<file path="config.mk">
export PLATFORM = sky130hd
export DESIGN_NAME = pc_sequencer
export DESIGN_NICKNAME = d
export VERILOG_FILES = /design/src/rtl/pc_sequencer.sv
export SDC_FILE = /design/constraint.sdc
export NUM_CORES = 1
export LEC_CHECK = 0
export CELL_PAD_IN_SITES_DETAIL_PLACEMENT = 0
export CELL_PAD_IN_SITES_GLOBAL_PLACEMENT = 1
export CORE_UTILIZATION = 32
export CTS_CLUSTER_SIZE = 20
export DETAILED_ROUTE_END_ITERATION = 16
export PLACE_DENSITY_LB_ADDON = 0.1
export SLEW_MARGIN = 20
export SYNTH_ARGS = -nofsm -noshare
export SYNTH_HDL_FRONTEND = slang
export SYNTH_SLANG_ARGS = --single-unit
export TNS_END_PERCENT = 30
</file>
<file path="constraint.sdc">
create_clock -name clk -period 2.2 [get_ports clk]
set_clock_uncertainty 0.2 [all_clocks]
set_input_delay 0.22 -clock clk [delete_from_list [all_inputs] [get_ports clk]]
set_output_delay 0.22 -clock clk [all_outputs]
set_load 0.1 [all_outputs]
</file>
<file path="src/rtl/pc_sequencer.sv">
// Fetch program counter sequencer: sequential step, branch and exception redirects, valid/ready fetch handshake.
// Optional macro PC_SEQ_ALIGN_CHECK_EN replaces misaligned branch targets with EXC_VECTOR and pulses misalign_err.
module pc_sequencer #(
    parameter logic [31:0] RESET_PC   = 32'h0000_0000,
    parameter logic [31:0] EXC_VECTOR = 32'h0000_0080,
    parameter int unsigned STEP       = 4
) (
    input  logic        clk,
    input  logic        reset,
    input  logic        stall,
    input  logic        br_valid,
    input  logic [31:0] br_target,
    input  logic        exc_valid,
    input  logic        req_ready,
    output logic        req_valid,
    output logic [31:0] fetch_pc,
    output logic        redirect_pending,
    output logic        misalign_err
);

    localparam int unsigned PC_W = 32;

    typedef enum logic [1:0] {
        S_IDLE  = 2'd0,
        S_ISSUE = 2'd1,
        S_STALL = 2'd2
    } state_e;

    state_e            state_q, state_d;
    logic [PC_W-1:0]   pc_q, pc_d;
    logic [PC_W-1:0]   pend_tgt_q, pend_tgt_d;
    logic              pend_q, pend_d;
    logic              pend_exc_q, pend_exc_d;
    logic              req_valid_q, req_valid_d;
    logic              mis_q, mis_d;

    logic              redir_c;
    logic              mis_c;
    logic              redir_exc_c;
    logic [PC_W-1:0]   redir_tgt_c;
    logic [PC_W-1:0]   pc_step_c;

    // Resolve this cycle's redirect; a misaligned branch is promoted to an exception-class redirect.
    always_comb begin
        redir_c = exc_valid | br_valid;
`ifdef PC_SEQ_ALIGN_CHECK_EN
        mis_c = br_valid & ~exc_valid & (br_target[1:0] != 2'b00);
`else
        mis_c = 1'b0;
`endif
        redir_exc_c = exc_valid | mis_c;
        redir_tgt_c = redir_exc_c ? EXC_VECTOR : br_target;
        pc_step_c   = pc_q + PC_W'(STEP);
    end

    always_comb begin
        state_d    = state_q;
        pc_d       = pc_q;
        pend_d     = pend_q;
        pend_tgt_d = pend_tgt_q;
        pend_exc_d = pend_exc_q;
        mis_d      = 1'b0;

        case (state_q)
            S_IDLE: begin
                state_d = S_ISSUE;
                pend_d  = 1'b0;
                if (redir_c) begin
                    pc_d  = redir_tgt_c;
                    mis_d = mis_c;
                end
            end
            S_ISSUE: begin
                if (req_ready) begin
                    if (redir_c) begin
                        pc_d  = redir_tgt_c;
                        mis_d = mis_c;
                    end else if (pend_q) begin
                        pc_d = pend_tgt_q;
                    end else begin
                        pc_d = pc_step_c;
                    end
                    pend_d     = 1'b0;
                    pend_exc_d = 1'b0;
                    state_d    = stall ? S_STALL : S_ISSUE;
                end else if (redir_c && (!pend_q || !pend_exc_q || redir_exc_c)) begin
                    // A pending exception is never displaced by a later branch.
                    pend_d     = 1'b1;
                    pend_tgt_d = redir_tgt_c;
                    pend_exc_d = redir_exc_c;
                    mis_d      = mis_c;
                end
            end
            S_STALL: begin
                if (redir_c) begin
                    pc_d       = redir_tgt_c;
                    pend_d     = 1'b0;
                    pend_exc_d = 1'b0;
                    mis_d      = mis_c;
                end
                if (!stall) begin
                    state_d = S_ISSUE;
                end
            end
            default: begin
                state_d = S_IDLE;
            end
        endcase

        req_valid_d = (state_d == S_ISSUE);
    end

    always_ff @(posedge clk or negedge reset) begin
        if (!reset) begin
            state_q     <= S_IDLE;
            pc_q        <= RESET_PC;
            pend_q      <= 1'b0;
            pend_tgt_q  <= '0;
            pend_exc_q  <= 1'b0;
            req_valid_q <= 1'b0;
            mis_q       <= 1'b0;
        end else begin
            state_q     <= state_d;
            pc_q        <= pc_d;
            pend_q      <= pend_d;
            pend_tgt_q  <= pend_tgt_d;
            pend_exc_q  <= pend_exc_d;
            req_valid_q <= req_valid_d;
            mis_q       <= mis_d;
        end
    end

    assign req_valid        = req_valid_q;
    assign fetch_pc         = pc_q;
    assign redirect_pending = pend_q;
    assign misalign_err     = mis_q;

endmodule

</file>
; ---- Word-level counts from Yosys, hierarchy flattened
; Index checks and enable logic that the tools add are counted.
[word_totals]
register_bits = 69
output_inout_bits = 35
elab_cells = 47
in_bits = 38
[op_classes]
n_bitwise = 2
addsub = 1
eq_ne = 7
reduce_logical = 14
muxes = 17
[op_table]
columns = op, n
row1 = $mux 32, 5
row2 = $pmux 32 s2, 1
row3 = $add 32x3->32 const B, 1
row4 = $reduce_and 3->1, 4
row5 = $mux 2, 3
row6 = $pmux 2 s3, 1
row7 = $mux 1, 5
row8 = $eq 2x1->1 const B, 2
row9 = $ne 2x2->1 const B, 2
row10 = $reduce_bool 2->1, 2
row11 = $ne 3x3->1 const B, 1
row12 = $pmux 1 s3, 1
row13 = $reduce_bool 3->1, 1
row14 = $eq 2x2->1 const B, 1
row15 = $logic_not 1->1, 2
row16 = $logic_not 2->1, 1
row17 = $logic_or 1x1->1, 2
row18 = $ne 2x1->1 const B, 1
row19 = $pmux 1 s2, 1
row20 = $reduce_or 2->1, 1
row21 = $logic_and 1x1->1, 1
row22 = $not 1->1, 1
row23 = $or 1x1->1, 1

; ---- Longest topological paths before layout
[logic_depth]
depth_word = 7
depth_mapped = 8
ltp_nobuf = 6

; ---- Least setup slack after synthesis
; Ideal clock, no wire load.
[synth_path]
path_kind = register -> register
start = register pc_q[12] (netlist: fetch_pc[12])
end = register pc_q[27] (netlist: fetch_pc[27])
t_required_ns = 1.876
setup_time_ns = 0.124
arrival_ns = 2.299
setup_slack_ns = -0.423
path_buffers = 0
stages_incl_launch_ff = 6
synth_period_minus_slack_ns = 2.623
path_cell_list = dfrtp_1 nand4_1 nor4_4 nand3_1 mux2i_1 a211o_1
[synth_via]
elab_chain_cells = 5
[synth_rtl]
columns = item, line
row1 = "start, declared", 30  ; logic [PC_W-1:0] pc_q, pc_d;
row2 = "start signal, assigned", 124  ; pc_q <= pc_d;
row3 = $add 32x3->32, 53  ; pc_step_c = pc_q + PC_W'(STEP);
row4 = $mux 32, 78  ; end else if (pend_q) begin
row5 = $mux 32, 75  ; if (redir_c) begin
row6 = $mux 32, 74  ; if (req_ready) begin
row7 = $pmux 32 s2, 64  ; case (state_q)
; No other way between the ends. The select of a mux whose other input is x is not followed.
; A chain may end at the register's enable or synchronous reset.

; ---- Worst setup path in the final report
[layout_path]
start = register pc_q[10] (netlist: fetch_pc[10])
end = register pc_q[25] (netlist: fetch_pc[25])
; Same word-level chain as after synthesis.

==> reports/metrics.json <==
{
  "outcome": {"value": "completed"},
  "synthFlopType": {"value": "sky130_fd_sc_hd__dfrtp_1"},
  "global_route_wire_length_before_repair": {"value": 22600, "unit": "um"},
  "power.ir.vdd_worst": {"value": 0.640, "unit": "mV"},
  "synth_seq_cells": {"value": 69},
  "track_usage": {"value": 22.7, "unit": "%"},
  "post_synth_num_cell_types": {"value": 68},
  "number_of_instances_in_the_synthesized_netlist": {"value": 488},
  "pin_count": {"value": 73},
  "number_of_nets_with_antenna_violations_after_routing": {"value": 0},
  "insertion_delay": {"value": 0.34, "unit": "ns"},
  "gr-total-overflow": {"value": 0},
  "grt_antenna_before_repair": {"value": 0},
  "async_flop_share": {"value": 100, "unit": "%"},
  "drc": {"value": 0},
  "die_height": {"value": 115, "unit": "um"},
  "whs": {"value": 0.245, "unit": "ns"},
  "finalSetupViolCount": {"value": 0},
  "max_fanout_on_critical_path": {"value": 7},
  "rsz0062_at_grt": {"value": "true"},
  "timing.critical_path.required": {"value": 2.28, "unit": "ns"},
  "finalCriticalPeriod": {"value": 2.13, "unit": "ns"},
  "initial_utilization": {"value": 32.7, "unit": "%"},
  "clock.fmax": {"value": 469, "unit": "MHz"},
  "commonest_cells_after_routing_fill_and_taps_aside": {"value": "sky130_fd_sc_hd__nand2_1, sky130_fd_sc_hd__o21ai_0, sky130_fd_sc_hd__buf_4, sky130_fd_sc_hd__dfrtp_1, sky130_fd_sc_hd__clkdlybuf4s50_1"},
  "fp.dieW": {"value": 115, "unit": "um"},
  "setup_tns": {"value": 0, "unit": "ns"},
  "mappedNetlistArea": {"value": 4110, "unit": "um^2"},
  "antenna_cells": {"value": 0},
  "die_area": {"value": 13300, "unit": "um^2"},
  "num_vias": {"value": 4100},
  "port_buffers": {"value": 71},
  "ff2ff_setup_slack": {"value": 0.07, "unit": "ns"},
  "drt-initial-drc-count": {"value": 270},
  "gp_congestion": {"value": 0.842},
  "end_kind": {"value": "register"},
  "num-nets-final": {"value": 621},
  "cts_root_buf": {"value": "sky130_fd_sc_hd__clkbuf_16"},
  "start_kind": {"value": "register"},
  "routed_wire_length_per_instance": {"value": 18.5, "unit": "um"},
  "path_class": {"value": "register to register"},
  "syn-num-nets": {"value": 527},
  "finalCritPeriodShare": {"value": 97.0, "unit": "%"},
  "drt_first_pass_iters": {"value": 4},
  "layout_commonest_cell": {"value": "sky130_fd_sc_hd__nand2_1"},
  "worst-endpoint-arrival": {"value": 2.21, "unit": "ns"},
  "timing.final.hold_violations": {"value": 0},
  "synth_seq_area_share": {"value": 42.0, "unit": "%"},
  "cts_max_level": {"value": 3},
  "core-area": {"value": 12600, "unit": "um^2"},
  "placement_rows": {"value": 41},
  "post_cts_clock_slew_at_the_launch_and_capture_registers_of_the_worst_setup_and_hold_paths": {"value": 0.06, "unit": "ns"},
  "post_route_cells_drive_above_1_share": {"value": 24.2, "unit": "%"},
  "maxCapViolCount": {"value": 0},
  "grt_max_degree": {"value": 70},
  "route.final.wire_length": {"value": 14100, "unit": "um"},
  "dp_hpwl": {"value": 9790, "unit": "um"},
  "timing.final.max_slew_violations": {"value": 0},
  "leakage": {"value": 0.00229, "unit": "uW"},
  "synth_enable_flop_cells": {"value": 0},
  "cts_tree": {"value": "done"},
  "first_global_vias": {"value": 4096},
  "min_path_type": {"value": "input pin to async pin"},
  "cts_buffer_depth": {"value": 2},
  "cts_num_sinks": {"value": 69},
  "yosys_warnings": {"value": 0},
  "post_synthesis_mean_instance_area": {"value": 8.41, "unit": "um^2"},
  "routed_via_density": {"value": 5.40},
  "power_density": {"value": 1050, "unit": "nW/um^2"},
  "area_delta_synth_final": {"value": 34.3, "unit": "%"},
  "cts_inserted_buffers": {"value": 9}
}
==> stage by stage <==
stage / area (um^2) / instances / setup slack (ns) / utilization (%) / power [uW]
after global placement: 5240 / 742 / -0.0547 / 41.7 / 4470
after CTS: 5510 / 759 / 0.0792 / 43.9 / 5840
final: 5520 / 759 / 0.0667 / 43.9 / 5800
after detailed placement: 5240 / 742 / -0.108 / 41.7 / 4490
after floorplan: 4170 / 488 / 0.000919 / - / 3670
after global routing: 5520 / 759 / -0.0160 / 43.9 / 6080
==> where the power goes <==
group,switching (uW),internal [uW],leakage [uW]
clock network,572,756,0.000129
logic,1840,705,0.00131
registers,327,1590,0.000852
==> final cells by class <==
cell class	count	area, um^2
clock buffers	11	233
flip-flops and latches	69	1790
inverters	5	18.8
clock inverters	5	27.5
well taps	172	215
multi-input cells	379	2200
repair buffers	118	1040
fillers	1246	7050
==> Yosys cell counts (4+ instances only) <==
master	number	area [um^2]
sky130_fd_sc_hd__buf_2	16	80.1
sky130_fd_sc_hd__dfrtp_1	69	1730
sky130_fd_sc_hd__a221oi_1	5	43.8
sky130_fd_sc_hd__o211ai_1	8	60.1
sky130_fd_sc_hd__nor3_1	10	50.1
sky130_fd_sc_hd__o21ai_0	75	375
sky130_fd_sc_hd__and3_1	5	31.3
sky130_fd_sc_hd__or3_1	6	37.5
sky130_fd_sc_hd__xor2_1	4	35.0
sky130_fd_sc_hd__xnor2_1	10	87.6
sky130_fd_sc_hd__nand2_1	104	390
sky130_fd_sc_hd__mux2i_1	7	70.1
sky130_fd_sc_hd__nor2_1	24	90.1
sky130_fd_sc_hd__nand3_1	20	100
sky130_fd_sc_hd__inv_1	5	18.8
sky130_fd_sc_hd__clkbuf_1	12	45.0
sky130_fd_sc_hd__a211oi_1	4	30.0
sky130_fd_sc_hd__nor4_1	4	25.0
sky130_fd_sc_hd__a31oi_1	6	37.5
sky130_fd_sc_hd__nand4_1	11	68.8
sky130_fd_sc_hd__a21oi_1	20	100
==> layer usage <==
metal	GRT usage [%]	vias to the layer above	wire length [um]
met5	0	-	0
met4	10.2	0	294
met3	3.00	18	582
met2	34.3	105	6410
met1	32.2	2025	6770
li1	-	1952	-
==> registers in the layout, summed over array words and instances, names as in the netlist <==
signal            cells
fetch_pc             32
pend_exc_q            1
pend_tgt_q           32
redirect_pending      1
req_valid             1
state_q               2
==> worst paths after layout <==
path	start	to	cells past startpoint
max	fetch_pc[10]	fetch_pc[25]	6
min	reset	pend_tgt_q[13]	3
max reg2reg	fetch_pc[10]	fetch_pc[25]	6
min reg2reg	pend_tgt_q[30]	pend_tgt_q[30]	2
max in group asynchronous	reset	fetch_pc[2]	3
min in group clk	br_target[2]	pend_tgt_q[2]	3
==> worst max-delay path: stages (launching register included) <==
cell and delay, ns:
sky130_fd_sc_hd__dfrtp_4 0.42, sky130_fd_sc_hd__buf_4 0.13, sky130_fd_sc_hd__and4_4 0.26, sky130_fd_sc_hd__nand3_4 0.16, sky130_fd_sc_hd__nor4_1 0.45, sky130_fd_sc_hd__mux2_2 0.38
sky130_fd_sc_hd__nand2_1 0.06
==> what timing repair did <==
item,in CTS,in global routing
buffers inserted,0,0
resized for setup,0,3
hold endpoints to repair,69,0
hold buffers,1,0
setup endpoints to repair,0,40
==> logic make-up after synthesis <==
kind of cell	after synthesis	share of synthesized area (%)
other	1	0.0913
AO/OA/AOI/OAI	148	22.3
multiplexers	8	1.98
AND/OR/NAND/NOR	207	25.7
XOR/XNOR	14	2.99
adder cells (fa/ha/maj)	1	0.305
buffers and inverters	40	4.66
flip-flops	69	42.0
Power figures use the tool's default switching activity.
